===== src/rtl/pe_demux_stream.sv =====
// ---------------------------------------------------------------------------
// pe_demux_stream
//   Steers one signed PE output stream to either the raw path (branch A) or
//   the activation path (branch B), chosen per beat by in_sel. Each branch
//   owns a small FIFO so a stalled consumer only blocks beats that select it.
//   Per-branch accepted-beat counters are exported for debug/perf readout.
//
// Handshake rule (all three interfaces): a beat transfers on a rising clk
// edge where valid && ready are both high. valid never waits on ready, and
// in_ready never looks at in_valid, a_ready or b_ready.
//
// Ports
//   clk, rst            clock, synchronous active-high reset
//   in_valid/in_ready   input beat handshake
//   in_sel              0 -> branch A (raw), 1 -> branch B (activation)
//   in_data [W]         signed input beat
//   a_valid/a_ready     branch A head handshake, a_data [W] head data
//   b_valid/b_ready     branch B head handshake, b_data [W] head data
//   cnt_a/cnt_b [CNT_W] beats accepted into each branch since reset (wraps)
// ---------------------------------------------------------------------------

// Per-branch FIFO. The head is kept in its own register so it is valid one
// cycle after the push and holds its last value once the FIFO drains.
// The caller must not push when full nor pop when empty.
module pe_demux_fifo #(
  parameter int W     = 24,
  parameter int DEPTH = 2
) (
  input  logic         clk,
  input  logic         rst,
  input  logic         push,
  input  logic [W-1:0] push_data,
  input  logic         pop,
  output logic         full,
  output logic         empty,
  output logic [W-1:0] head
);
  localparam int AW = $clog2(DEPTH);

  logic [AW:0]  wr_ptr_q, wr_ptr_d;
  logic [AW:0]  rd_ptr_q, rd_ptr_d;
  logic [W-1:0] mem_q [DEPTH];
  logic [W-1:0] mem_d [DEPTH];
  logic [W-1:0] head_q, head_d;

  // Same index with differing wrap bits means full.
  assign full  = (wr_ptr_q[AW] != rd_ptr_q[AW]) &&
                 (wr_ptr_q[AW-1:0] == rd_ptr_q[AW-1:0]);
  assign empty = (wr_ptr_q == rd_ptr_q);
  assign head  = head_q;

  always_comb begin
    wr_ptr_d = wr_ptr_q + {{AW{1'b0}}, push};
    rd_ptr_d = rd_ptr_q + {{AW{1'b0}}, pop};
    mem_d    = mem_q;
    if (push) begin
      mem_d[wr_ptr_q[AW-1:0]] = push_data;
    end
    // Pre-load the head register with what the head will be next cycle;
    // leave it alone when the FIFO will be empty so data holds.
    head_d = head_q;
    if (wr_ptr_d != rd_ptr_d) begin
      head_d = mem_d[rd_ptr_d[AW-1:0]];
    end
  end

  always_ff @(posedge clk) begin
    if (rst) begin
      wr_ptr_q <= '0;
      rd_ptr_q <= '0;
      head_q   <= '0;
      for (int i = 0; i < DEPTH; i++) begin
        mem_q[i] <= '0;
      end
    end else begin
      wr_ptr_q <= wr_ptr_d;
      rd_ptr_q <= rd_ptr_d;
      head_q   <= head_d;
      mem_q    <= mem_d;
    end
  end
endmodule

module pe_demux_stream #(
  parameter int W     = 24,
  parameter int DEPTH = 2,
  parameter int CNT_W = 16
) (
  input  logic                clk,
  input  logic                rst,
  input  logic                in_valid,
  output logic                in_ready,
  input  logic                in_sel,
  input  logic signed [W-1:0] in_data,
  output logic                a_valid,
  input  logic                a_ready,
  output logic signed [W-1:0] a_data,
  output logic                b_valid,
  input  logic                b_ready,
  output logic signed [W-1:0] b_data,
  output logic [CNT_W-1:0]    cnt_a,
  output logic [CNT_W-1:0]    cnt_b
);
  logic full_a, empty_a, full_b, empty_b;
  logic push_a, push_b, pop_a, pop_b, accept;
  logic [W-1:0] head_a, head_b;
  logic [CNT_W-1:0] cnt_a_q, cnt_a_d, cnt_b_q, cnt_b_d;

  // Ready comes only from the registered full flags, so a full branch with
  // its consumer ready takes a new beat one cycle after the pop.
  assign in_ready = in_sel ? !full_b : !full_a;
  assign accept   = in_valid && in_ready;
  assign push_a   = accept && !in_sel;
  assign push_b   = accept &&  in_sel;

  assign a_valid = !empty_a;
  assign b_valid = !empty_b;
  assign pop_a   = a_valid && a_ready;
  assign pop_b   = b_valid && b_ready;
  assign a_data  = head_a;
  assign b_data  = head_b;

  pe_demux_fifo #(.W(W), .DEPTH(DEPTH)) u_fifo_a (
    .clk       (clk),
    .rst       (rst),
    .push      (push_a),
    .push_data (in_data),
    .pop       (pop_a),
    .full      (full_a),
    .empty     (empty_a),
    .head      (head_a)
  );

  pe_demux_fifo #(.W(W), .DEPTH(DEPTH)) u_fifo_b (
    .clk       (clk),
    .rst       (rst),
    .push      (push_b),
    .push_data (in_data),
    .pop       (pop_b),
    .full      (full_b),
    .empty     (empty_b),
    .head      (head_b)
  );

  always_comb begin
    cnt_a_d = cnt_a_q + CNT_W'(push_a);
    cnt_b_d = cnt_b_q + CNT_W'(push_b);
  end

  always_ff @(posedge clk) begin
    if (rst) begin
      cnt_a_q <= '0;
      cnt_b_q <= '0;
    end else begin
      cnt_a_q <= cnt_a_d;
      cnt_b_q <= cnt_b_d;
    end
  end

  assign cnt_a = cnt_a_q;
  assign cnt_b = cnt_b_q;
endmodule

===== config.mk =====
export PLATFORM = sky130hd
export DESIGN_NAME = pe_demux_stream
export DESIGN_NICKNAME = d
export VERILOG_FILES = /design/src/rtl/pe_demux_stream.sv
export SDC_FILE = /design/constraint.sdc
export NUM_CORES = 1
export LEC_CHECK = 0
export ABC_AREA = 1
export CAP_MARGIN = 20
export CORE_MARGIN = 3
export CORE_UTILIZATION = 44
export DETAILED_ROUTE_END_ITERATION = 10
export PLACE_DENSITY = 0.68
export SLEW_MARGIN = 0
export SYNTH_ARGS = -nofsm -noshare
export SYNTH_HDL_FRONTEND = slang
export SYNTH_SLANG_ARGS = --single-unit

===== constraint.sdc =====
create_clock -name clk -period 2.53 [get_ports clk]
set_input_delay 0.6325 -clock clk [delete_from_list [all_inputs] [get_ports clk]]
set_output_delay 0.6325 -clock clk [all_outputs]
set_load 0.005 [all_outputs]

==> impl_metrics.tcl <==
set metrics [dict create \
    outcome "complete, no violations" \
    dp_slack_ns -0.4048 \
    grt_max_degree 85 \
    core_area_mm2 0.02115 \
    max_freq_mhz 412.7 \
    via_count 9349 \
    start_kind "flop" \
    timing.final.ws_setup_ns 0.1070 \
    dp_hpwl_um 16880 \
    cp_slowest_stage_delay_ns 0.45 \
    ioPinCount 113 \
    yosysSeqAreaShare_pct 38.72 \
    final_area_mm2 0.01157 \
    cap_viol_max_count 0 \
    ys_ff_latch 184 \
    cts_tree "built" \
    numCtsBuffers 17 \
    p_leak_nw 5.416 \
    critPathCaptureType "output pin" \
    fp-row-count 53 \
    layout_commonest_cell "nand2_1" \
    cts.path.max_buffers 2 \
    cp.arrival_ns 1.79 \
    antenna_found_initial 0 \
    final_cell_mix "nand2_1 (309), inv_1 (238), nor2_1 (229)" \
    layout.nets 1606 \
    finish.utilization_pct 54.68 \
    htreeDepth 4 \
    hold_violations 0 \
    antenna_cells 0 \
    drive_gt1_share_pct 6.270 \
    grt_pass1_vias 8572 \
    slew_headroom_pct 60.31 \
    skew_ns 0.009660 \
    cts.clk_slew.worst_paths_ns 0.07 \
    finalCritPeriodShare_pct 95.77 \
    drv_slew 0 \
    peakVddDrop_mv 0.4507 \
    cp_cell_sequence "nand2_1 -> and2_1 -> or2_2 -> clkdlybuf4s50_1" \
    postRouteAntennaNets 0 \
    gp_congestion 0.7897 \
    period_needed_ns 2.423 \
    track_usage_pct 21.06 \
    netlist_area_mm2 0.009514 \
    crit_path_top_delay_cell "clkdlybuf4s50_1" \
    wl_um 24800 \
    placed_cell_area_mm2 0.01093 \
    synth_nets 1519 \
    grt_pass1_wl_um 41220 \
    die-height_um 153.0 \
    path_max_fanout 3 \
    grt-ovfl-total 0 \
    worst_pin_slew_ns 0.5953 \
    io_buffer_count 112 \
    die_x_um 153.0 \
    first_pass_iters 6 \
    cts.root.buffer_cell "clkbuf_16" \
    crit_type "reg -> out" \
    dp.cells 1821 \
    synth.yosys.warnings 0 \
    power.density_mw_per_mm2 788.0 \
    viasPerCell 5.043 \
    setup_viol 0 \
    fin_cells 1854 \
    start_util_pct 44.98 \
    drt_iter0_drc 643 \
    routedWlPerCell_um 13.38 \
    ys_types 35 \
    finalPower_mw 9.115 \
    clkSinkCount 184 \
    worstPathRequired_ns 1.90 \
    dieArea_mm2 0.02342 \
    synthCells 1479 \
    synth.avg_cell_area_um2 6.433 \
    hp-class "reg -> reg" \
    route.detailed.drc 0 \
    clock_latency_ns 0.44 \
    area_growth_pct 21.58 \
]
-- state kept, by name, indices dropped and copies added, names as in the netlist --
name / flops
cnt_a: 16
cnt_b: 16
u_fifo_a.head: 24
u_fifo_a.mem_q: 48
u_fifo_a.rd_ptr_q: 2
u_fifo_a.wr_ptr_q: 2
u_fifo_b.head: 24
u_fifo_b.mem_q: 48
u_fifo_b.rd_ptr_q: 2
u_fifo_b.wr_ptr_q: 2
-- synth_stat cells --
cell	instances	area, µm²
a21oi_1	66	330.3
a211oi_1	1	7.510
o211ai_1	45	337.8
nor2_2	1	6.260
nand3_1	113	565.5
o21a_1	2	15.01
buf_6	13	146.4
buf_4	4	30.03
buf_1	4	15.01
nand3b_1	2	15.01
nor3_1	3	15.01
nand4_1	27	168.9
buf_2	21	105.1
nand2_2	1	6.260
a31oi_1	1	6.260
nand2_1	309	1160
inv_1	238	893.4
clkinv_1	2	7.510
or2_2	1	6.260
a21boi_0	1	7.510
xor2_1	1	8.760
nor2_4	1	11.26
clkbuf_1	48	180.2
nor2_1	231	867.1
o211ai_2	1	12.51
inv_2	4	15.01
xnor2_1	6	52.55
nor4_1	1	6.260
dfxtp_1	184	3684
and2_1	1	6.260
a221oi_1	1	8.760
o21ai_0	131	655.6
or3_1	1	6.260
nor3_2	3	30.03
ha_1	10	125.1
-- metrics by stage --
step	hold WS, ns	setup TNS (ns)
floorplan	0.4625	0
finish	0.4836	0
detailed placement	0.4760	-17.66
CTS	0.4853	0
global route	0.5107	-0.02556
global placement	0.4707	-14.59
-- power breakdown --
part	switching (mW)	total, mW	internal, mW
Sequential	0.189	3.48	3.29
Clock	1.21	2.74	1.53
Combinational	1.62	2.89	1.27
-- worst paths after layout --
kind | cells after the start | to | start | slack [ns]
setup / recovery | 4 | b_valid | u_fifo_b.rd_ptr_q[1]$_SDFF_PP0_ | 0.11
setup reg to reg | 16 | u_fifo_a.head[17]$_SDFFE_PP0P_ | u_fifo_a.wr_ptr_q[1]$_SDFF_PP0_ | 0.23
hold reg to reg | 2 | cnt_b[7]$_SDFF_PP0_ | cnt_b[7]$_SDFF_PP0_ | 0.48
hold / removal | 2 | cnt_b[7]$_SDFF_PP0_ | cnt_b[7]$_SDFF_PP0_ | 0.48
-- critical path: cells and delay by family (launching register included) --
kind	cells	cell delay [ns]
AND/OR/NAND/NOR	3	0.53
buffers and inverters	1	0.45
flip-flops	1	0.37
-- metal layers --
metal	share of wire [%]	track usage, %	vias to the layer above
met5	0	0	-
met4	2.1	6.279	0
met3	4.1	4.134	34
met2	50	36.70	189
met1	44	26.40	4298
li1	-	-	4828
-- logic make-up (layout without fill, tap and decap cells) --
group | Yosys count | after routing | share of synthesized area (%)
compound gates | 249 | 249 | 14.52
flops | 184 | 184 | 38.72
xor+xnor | 7 | 7 | 0.6444
buf+inv | 334 | 434 | 14.64
simple gates | 695 | 695 | 30.17
fa+ha+maj | 10 | 10 | 1.315
-- timing repair --
item / CTS / global route
buffers inserted: 0 / 1
hold endpoints to repair: 0 / 0
gates resized for setup: 4 / 8
endpoints found under the setup margin: 1 / 45
hold buffers: 0 / 0
pin swaps: 0 / 1
-- final cells by class --
type	instances	area, µm²
Sequential cell	184	3690
Clock buffer	21	460.4
Timing Repair Buffer	158	1529
Tap cell	275	344.1
Inverter	244	915.9
Clock inverter	11	137.6
Fill cell	2096	9587
Multi-Input combinational cell	961	4491
Power figures use the tool's default switching activity.
